**src/rtl/ripple_adder_pkg.sv**
```systemverilog
// Shared constants for the registered ripple-carry adder.
package ripple_adder_pkg;
   localparam int ADDER_WIDTH = 4;
endpackage

```
**src/rtl/full_adder.sv**
```systemverilog
// One-bit full adder cell; the carry-chain building block of the ripple adder.
module full_adder (
   input  logic a,
   input  logic b,
   input  logic cin,
   output logic s,
   output logic cout
);
   assign s    = a ^ b ^ cin;
   assign cout = (a & b) | (a & cin) | (b & cin);
endmodule

```
**src/rtl/ripple_adder_4bit.sv**
```systemverilog
// Registered ripple-carry adder: {cout, sum} = a + b + cin, one cycle latency.
module ripple_adder_4bit
   import ripple_adder_pkg::*;
#(
   parameter int WIDTH = ADDER_WIDTH
) (
   input  logic             clk,
   input  logic             rst_n,
   input  logic [WIDTH-1:0] a,
   input  logic [WIDTH-1:0] b,
   input  logic             cin,
   input  logic             in_valid,
   output logic [WIDTH-1:0] sum,
   output logic             cout,
   output logic             out_valid
);
   // Handshake: in_valid qualifies a/b/cin at a rising edge; out_valid is high
   // for exactly one cycle per accepted operand set. There is no ready signal.
   logic [WIDTH:0]   carry;
   logic [WIDTH-1:0] chain_sum;

   assign carry[0] = cin;

   for (genvar i = 0; i < WIDTH; i++) begin : g_bit
      full_adder u_fa (
         .a    (a[i]),
         .b    (b[i]),
         .cin  (carry[i]),
         .s    (chain_sum[i]),
         .cout (carry[i+1])
      );
   end

   // Result registers hold their value while idle; only out_valid drops.
   always_ff @(posedge clk or negedge rst_n) begin
      if (!rst_n) begin
         sum       <= '0;
         cout      <= 1'b0;
         out_valid <= 1'b0;
      end else begin
         out_valid <= in_valid;
         if (in_valid) begin
            sum  <= chain_sum;
            cout <= carry[WIDTH];
         end
      end
   end
endmodule

```
**config.mk**
```make
export PLATFORM = sky130hd
export DESIGN_NAME = ripple_adder_4bit
export DESIGN_NICKNAME = d
export VERILOG_FILES = /design/src/rtl/ripple_adder_pkg.sv /design/src/rtl/full_adder.sv /design/src/rtl/ripple_adder_4bit.sv
export SDC_FILE = /design/constraint.sdc
export NUM_CORES = 1
export LEC_CHECK = 0
export BUFFER_PORTS_ARGS = -buffer_cell sky130_fd_sc_hd__buf_2
export CAP_MARGIN = 20
export CORE_AREA = 2 2 39 41
export DETAILED_ROUTE_END_ITERATION = 6
export DIE_AREA = 0 0 41 43
export SKIP_LAST_GASP = 1
export SLEW_MARGIN = 20
export SYNTH_ARGS = -nofsm -noshare
export SYNTH_HDL_FRONTEND = slang
export SYNTH_SLANG_ARGS = --single-unit
```
**constraint.sdc**
```tcl
create_clock -name clk -period 0.8 [get_ports clk]
set_input_delay 0.08 -clock clk [delete_from_list [all_inputs] [get_ports clk]]
set_output_delay 0.08 -clock clk [all_outputs]
set_load 0.005 [all_outputs]
```
==> results.yml, run 1 <==
timing:
  finalCriticalPeriod_ns: 1.57
  max_freq_mhz: 636
  rsz0062_at_grt: "true"
  maxSlewHeadroom: 0.890
  finalSetupViolations: 9
  period_share: 1.97
  finClkSkew_ns: 0
  slew_violations: 0
  final_hold_viol_count: 0
  tns_ns: -2.31
  worstMarginPinSlew_ns: 0.166
  timing.final.ws_setup_ns: -0.773
detailed_routing:
  routed-wl-met3_um: 61
  highest_layer: "met4"
  wire_per_inst_um: 9.05
  dr.first_iter.drc_count: 0
  wirelength_um: 579
  via_count: 243
  wl_met1_um: 252
  vias_per_cell: 3.80
  wl_met2_um: 249
  drc: 0
  drtPass1Iterations: 1
  detail-route-antenna-nets: 0
cts:
  cts_buffer_depth: 2
  clock-root-buffer: "clkbuf_4"
  cts_inserted_buffers: 3
  clock_latency_ns: 0.24
  cts_tree: "yes"
  htreeDepth: 1
  clk_pin_slew_ns: 0.04
  cts_num_sinks: 6
critical_path:
  cpLargestDelayFamily: "adder cells"
  cp_slowest_cell: "fa_1"
  crit_path_end_kind: "flip-flop"
  start_kind: "input port"
  cp.buffers_inverters: 4
  rr_startpoint: "sum[1]$_DFFE_PN0P_"
  crit_fanout: 1
  cpMostUsedCell: "fa_2"
  crit_required_ns: 0.96
  critPathArrivalTime_ns: 1.73
  slowest_delay_ns: 0.41
  critPathKind: "in2reg"
  crit_chain: "buf_2 > inv_1 > fa_2 > inv_2 > fa_2 > fa_2 > inv_2 > fa_1 > mux2i_1"
  crit_start: "cin"
synth:
  synth-edff-count: 0
  async_flop_share: 1.00
  syn_avg_cell_area_sq_um: 12.8
  yosysTopAreaCellShare: 0.449
  synth_ff_type: "dfrtp_1"
  yosysMostFrequentCell: "inv_1"
  yosysTopAreaCell: "dfrtp_1"
  synth_area_leaders: "dfrtp_1 (45%), fa_1 (24%), inv_1 (10%), mux2_4 (9.0%), mux2i_1 (6.0%)"
  synth_common_cells: "inv_1 (9), dfrtp_1 (6), fa_1 (4), mux2_4 (2), mux2i_1 (2)"
  synthesis.area_sq_um: 334
  syn_inst: 26
  ys_warn_count: 0
  syn_nets: 42
  synth_seq_cells: 6
  synth.distinct_cells: 8
  synth-seq-area-share: 0.449
worst_hold_path:
  worstHoldStart: "in_valid"
  hold_path_class: "in2reg"
power:
  power.density_nw_per_um2: 1830
  p_leak_nw: 0.271
  peakVddDrop_mv: 0.659
grt:
  grtUsageTotal: 0.0843
  grt_pass1_wl_um: 945
  antenna_found_initial: 0
  grt_max_degree: 8
  grt-ovfl-total: 0
  grt_pass1_vias: 237
final_layout:
  finalNetCount: 66
  regArea_sq_um: 150
  syn2layout_area_growth_pct: 49.8
  num_antenna_cells: 0
  drive_gt1_frac: 0.646
  design_area_sq_um: 500
  fillerInstances: 138
  multi_input_area_sq_um: 146
  fin_util: 0.362
  layout.cells.non_filler: 64
placement:
  port_buffers: 17
  placed_cell_area_sq_um: 443
  place_congestion: 0.563
  post-place-ws_ns: -1.07
  place_inst: 58
floorplan:
  ios: 18
  dieArea_sq_um: 1760
  num_rows: 14
  die_h_um: 43
  core_area_sq_um: 1380
  chipWidth_um: 41
  initial_core_util: 0.241
run_status:
  outcome: "finished, violations left"
  violations: "negative setup slack"
run:
  maxCapViolCount: 0
[final cells by class]
class                           instances  share of cell area
Multi-Input combinational cell         10               0.292
Inverter                                9              0.0825
Timing Repair Buffer                   20               0.240
Sequential cell                         6               0.300
Tap cell                               16              0.0400
Clock buffer                            3              0.0450
[registers in the layout (all words and copies together), names as in the netlist]
signal / count
out_valid: 1
sum: 4
cout: 1
[cell families after synthesis]
kind of cell / count (synthesis) / synth area share
multiplexers: 4 / 0.150
AO/OA/AOI/OAI: 1 / 0.0150
adder cells (fa/ha/maj): 4 / 0.240
AND/OR/NAND/NOR: 1 / 0.0112
buffers and inverters: 10 / 0.135
flip-flops: 6 / 0.449
[worst paths after layout]
check                                           end  slack [ns]  cells past startpoint
worst max-delay path             sum[3]$_DFFE_PN0P_       -0.77                      9
worst min-delay path            out_valid$_DFF_PN0_        0.06                      1
worst max register to register   sum[1]$_DFFE_PN0P_        0.04                      1
worst min register to register   sum[3]$_DFFE_PN0P_        0.52                      2
max in group asynchronous       out_valid$_DFF_PN0_        0.47                      2
min in group asynchronous        sum[3]$_DFFE_PN0P_        0.19                      2
[metrics by stage]
step	hold WS (ns)	power (W)
floorplan	-0.216	0.000510
global placement	-0.0931	0.000614
detailed placement	-0.0901	0.000623
CTS	0.0635	0.000931
global route	0.0575	0.000998
finish	0.0605	0.000914
[power breakdown]
| part | switching, W | internal (W) | leakage [nW] | total [W] |
|---|---|---|---|---|
| combinational | 0.000102 | 0.000154 | 0.188 | 0.000256 |
| clock | 0.000104 | 0.000169 | 0.0138 | 0.000273 |
| sequential | 0.0000261 | 0.000358 | 0.0694 | 0.000384 |
| total | 0.000232 | 0.000682 | 0.271 | 0.000914 |
[per-layer routing]
layer,up-vias,track usage
met1,107,0.113
met3,2,0.0157
li1,118,-
met4,0,0.0800
met5,-,0
met2,16,0.106
[layout by cell type (no fill, tap or decap), drive strengths merged]
master and count:
buf 19, inv 9, dfrtp 6, fa 4, clkbuf 3, mux2i 2, mux2 2, nor2 1
a21oi 1, dlygate4sd3 1
[timing repair]
action | in CTS | in global routing
gates resized for setup | 3 | 0
endpoints found under the setup margin | 9 | 10
hold endpoints to repair | 6 | 0
hold buffers | 1 | 0
gates cloned | 0 | 0
setup buffers | 2 | 0
Note: power is estimated with default switching activity, not from simulation.
==> run 2: changes to the inputs <==
- CELL_PAD_IN_SITES_DETAIL_PLACEMENT: unset -> 2
- CELL_PAD_IN_SITES_GLOBAL_PLACEMENT: unset -> 2
- CORE_AREA: 2 2 39 41 -> unset
- CORE_MARGIN: unset -> 1
- CORE_UTILIZATION: unset -> 23
- DIE_AREA: 0 0 41 43 -> unset
- PLACE_DENSITY_LB_ADDON: unset -> 0.1
==> results.yml, run 2 (synthesized netlist as in run 1, its figures left out) <==
grt:
  grtUsageTotal: 0.105
  grt-ovfl-total: 0
  antenna_found_initial: 0
  grt_pass1_wl_mm: 1.04
  grt_pass1_vias: 261
  grt_max_degree: 7
timing:
  holdWs_ns: 0.124
  slew_violations: 0
  timing.final.ws_setup_ns: -0.799
  period_share: 2.00
  finClkSkew_ns: 0
  final_hold_viol_count: 0
  worstMarginPinSlew_ns: 0.141
  finalSetupViolations: 9
  maxSlewHeadroom: 0.903
  max_freq_mhz: 625
  finalCriticalPeriod_ns: 1.60
  rsz0062_at_grt: "true"
power:
  p_clk_frac: 0.295
  power.density_nw_per_um2: 1840
  p_int_w: 0.000691
  swShare: 0.258
  seq_power_share: 0.411
  p_leak_nw: 0.276
  peakVddDrop_mv: 0.689
  power.total_w: 0.000931
  comb_power_share: 0.294
  power.switching_w: 0.000240
cts:
  clock-root-buffer: "clkbuf_4"
  cts_num_sinks: 6
  cts_inserted_buffers: 3
  cts_tree: "yes"
  htreeDepth: 1
  clock_latency_ns: 0.24
  cts_buffer_depth: 2
  clk_pin_slew_ns: 0.05
worst_hold_path:
  worstHoldStart: "in_valid"
  hold_path_class: "in2reg"
  hold_path_end: "sum[0]$_DFFE_PN0P_"
  hold_depth: 2
detailed_routing:
  via_count: 255
  dr.first_iter.drc_count: 0
  wire_per_inst_um: 10.7
  drtPass1Iterations: 1
  vias_per_cell: 3.98
  drc: 0
  wirelength_um: 683
  detail-route-antenna-nets: 0
critical_path:
  reg2reg_slack_ns: 0.04
  cp_slowest_cell: "fa_1"
  crit_path_end_kind: "flip-flop"
  reg2reg_depth: 1
  slowest_delay_ns: 0.40
  crit_required_ns: 0.95
  cpMostUsedCell: "fa_2"
  rr_endpoint: "sum[2]$_DFFE_PN0P_"
  rr_startpoint: "sum[2]$_DFFE_PN0P_"
  crit_chain: "buf_2 > inv_1 > fa_2 > inv_2 > fa_2 > fa_2 > inv_2 > fa_1 > mux2i_1"
  crit_fanout: 1
  critPathArrivalTime_ns: 1.75
  critPathKind: "in2reg"
  start_kind: "input port"
floorplan:
  core_area_sq_um: 1330
  num_rows: 13
  initial_core_util: 0.250
  die_h_um: 40.1
  dieArea_sq_um: 1610
  ios: 18
  chipWidth_um: 40.1
final_layout:
  drive_gt1_frac: 0.653
  syn2layout_area_growth_pct: 51.7
  final_cell_mix: "buf_2 (16), dfrtp_1 (6), inv_1 (5)"
  num_antenna_cells: 0
  largest_reg_flops: 4
  final_common_cell: "buf_2"
  top_register: "sum"
  top_regs: "sum: 4 flops, cout: 1 flops, out_valid: 1 flops"
  finalNetCount: 67
placement:
  post-place-ws_ns: -1.07
  dp_hpwl_um: 571
  place_congestion: 0.625
  port_buffers: 17
run_status:
  outcome: "finished, violations left"
  violations: "negative setup slack"
run:
  maxCapViolCount: 0
-- run 2: layer usage --
metal  vias up  track usage  wire, um
met5         -            0         0
met4         0       0.0776         7
met3         2       0.0333        53
met2        11        0.177       350
met1       123        0.108       272
li1        119            -         -
-- run 2: area by class of cell --
| class | instances | area [sq um] |
|---|---|---|
| clock buffers | 3 | 22.5 |
| fillers | 154 | 827 |
| inverters | 9 | 41.3 |
| multi-input cells | 10 | 146 |
| flip-flops and latches | 6 | 150 |
| well taps | 15 | 18.8 |
| repair buffers | 21 | 128 |
-- run 2: worst max-delay path by stage --
stage | startpoint | endpoint | slack [ns] | cells after the start
3_3_place_gp | a[0] | sum[3]$_DFFE_PN0P_ | -1.03 | 9
5_1_grt | b[0] | sum[3]$_DFFE_PN0P_ | -0.87 | 9
4_1_cts | cin | sum[3]$_DFFE_PN0P_ | -0.81 | 9
2_1_floorplan | cin | sum[3]$_DFFE_PN0P_ | -0.84 | 8
3_5_place_dp | a[0] | sum[3]$_DFFE_PN0P_ | -1.07 | 9
6_report | cin | sum[3]$_DFFE_PN0P_ | -0.80 | 9
-- run 2: worst max-delay path, delay by kind of cell --
kind,cells,cell delay (ns)
fa+ha+maj,4,1.26
mux,1,0.16
buf+inv,4,0.26
-- run 2: power groups by stage --
stage | sequential (W) | clock, W | combinational (W)
finish | 0.000383 | 0.000274 | 0.000274
global route | 0.000389 | 0.000313 | 0.000311
CTS | 0.000384 | 0.000285 | 0.000271
detailed placement | 0.000388 | 0 | 0.000242
global placement | 0.000386 | 0 | 0.000229
floorplan | 0.000394 | 0 | 0.000116
-- run 2: timing repair --
action | CTS | global route
endpoints found under the hold margin | 6 | 0
gates resized for setup | 3 | 0
setup endpoints to repair | 9 | 10
hold buffers | 1 | 0
buffers inserted | 1 | 1
-- run 2: through the flow --
step,instances,utilization,cell area [sq um],TNS [ns]
after floorplan,26,-,349,-2.68
final,64,0.380,507,-2.35
after CTS,63,0.374,499,-2.43
after global placement,58,0.337,449,-3.58
after global routing,64,0.380,507,-2.72
after detailed placement,58,0.337,449,-3.69
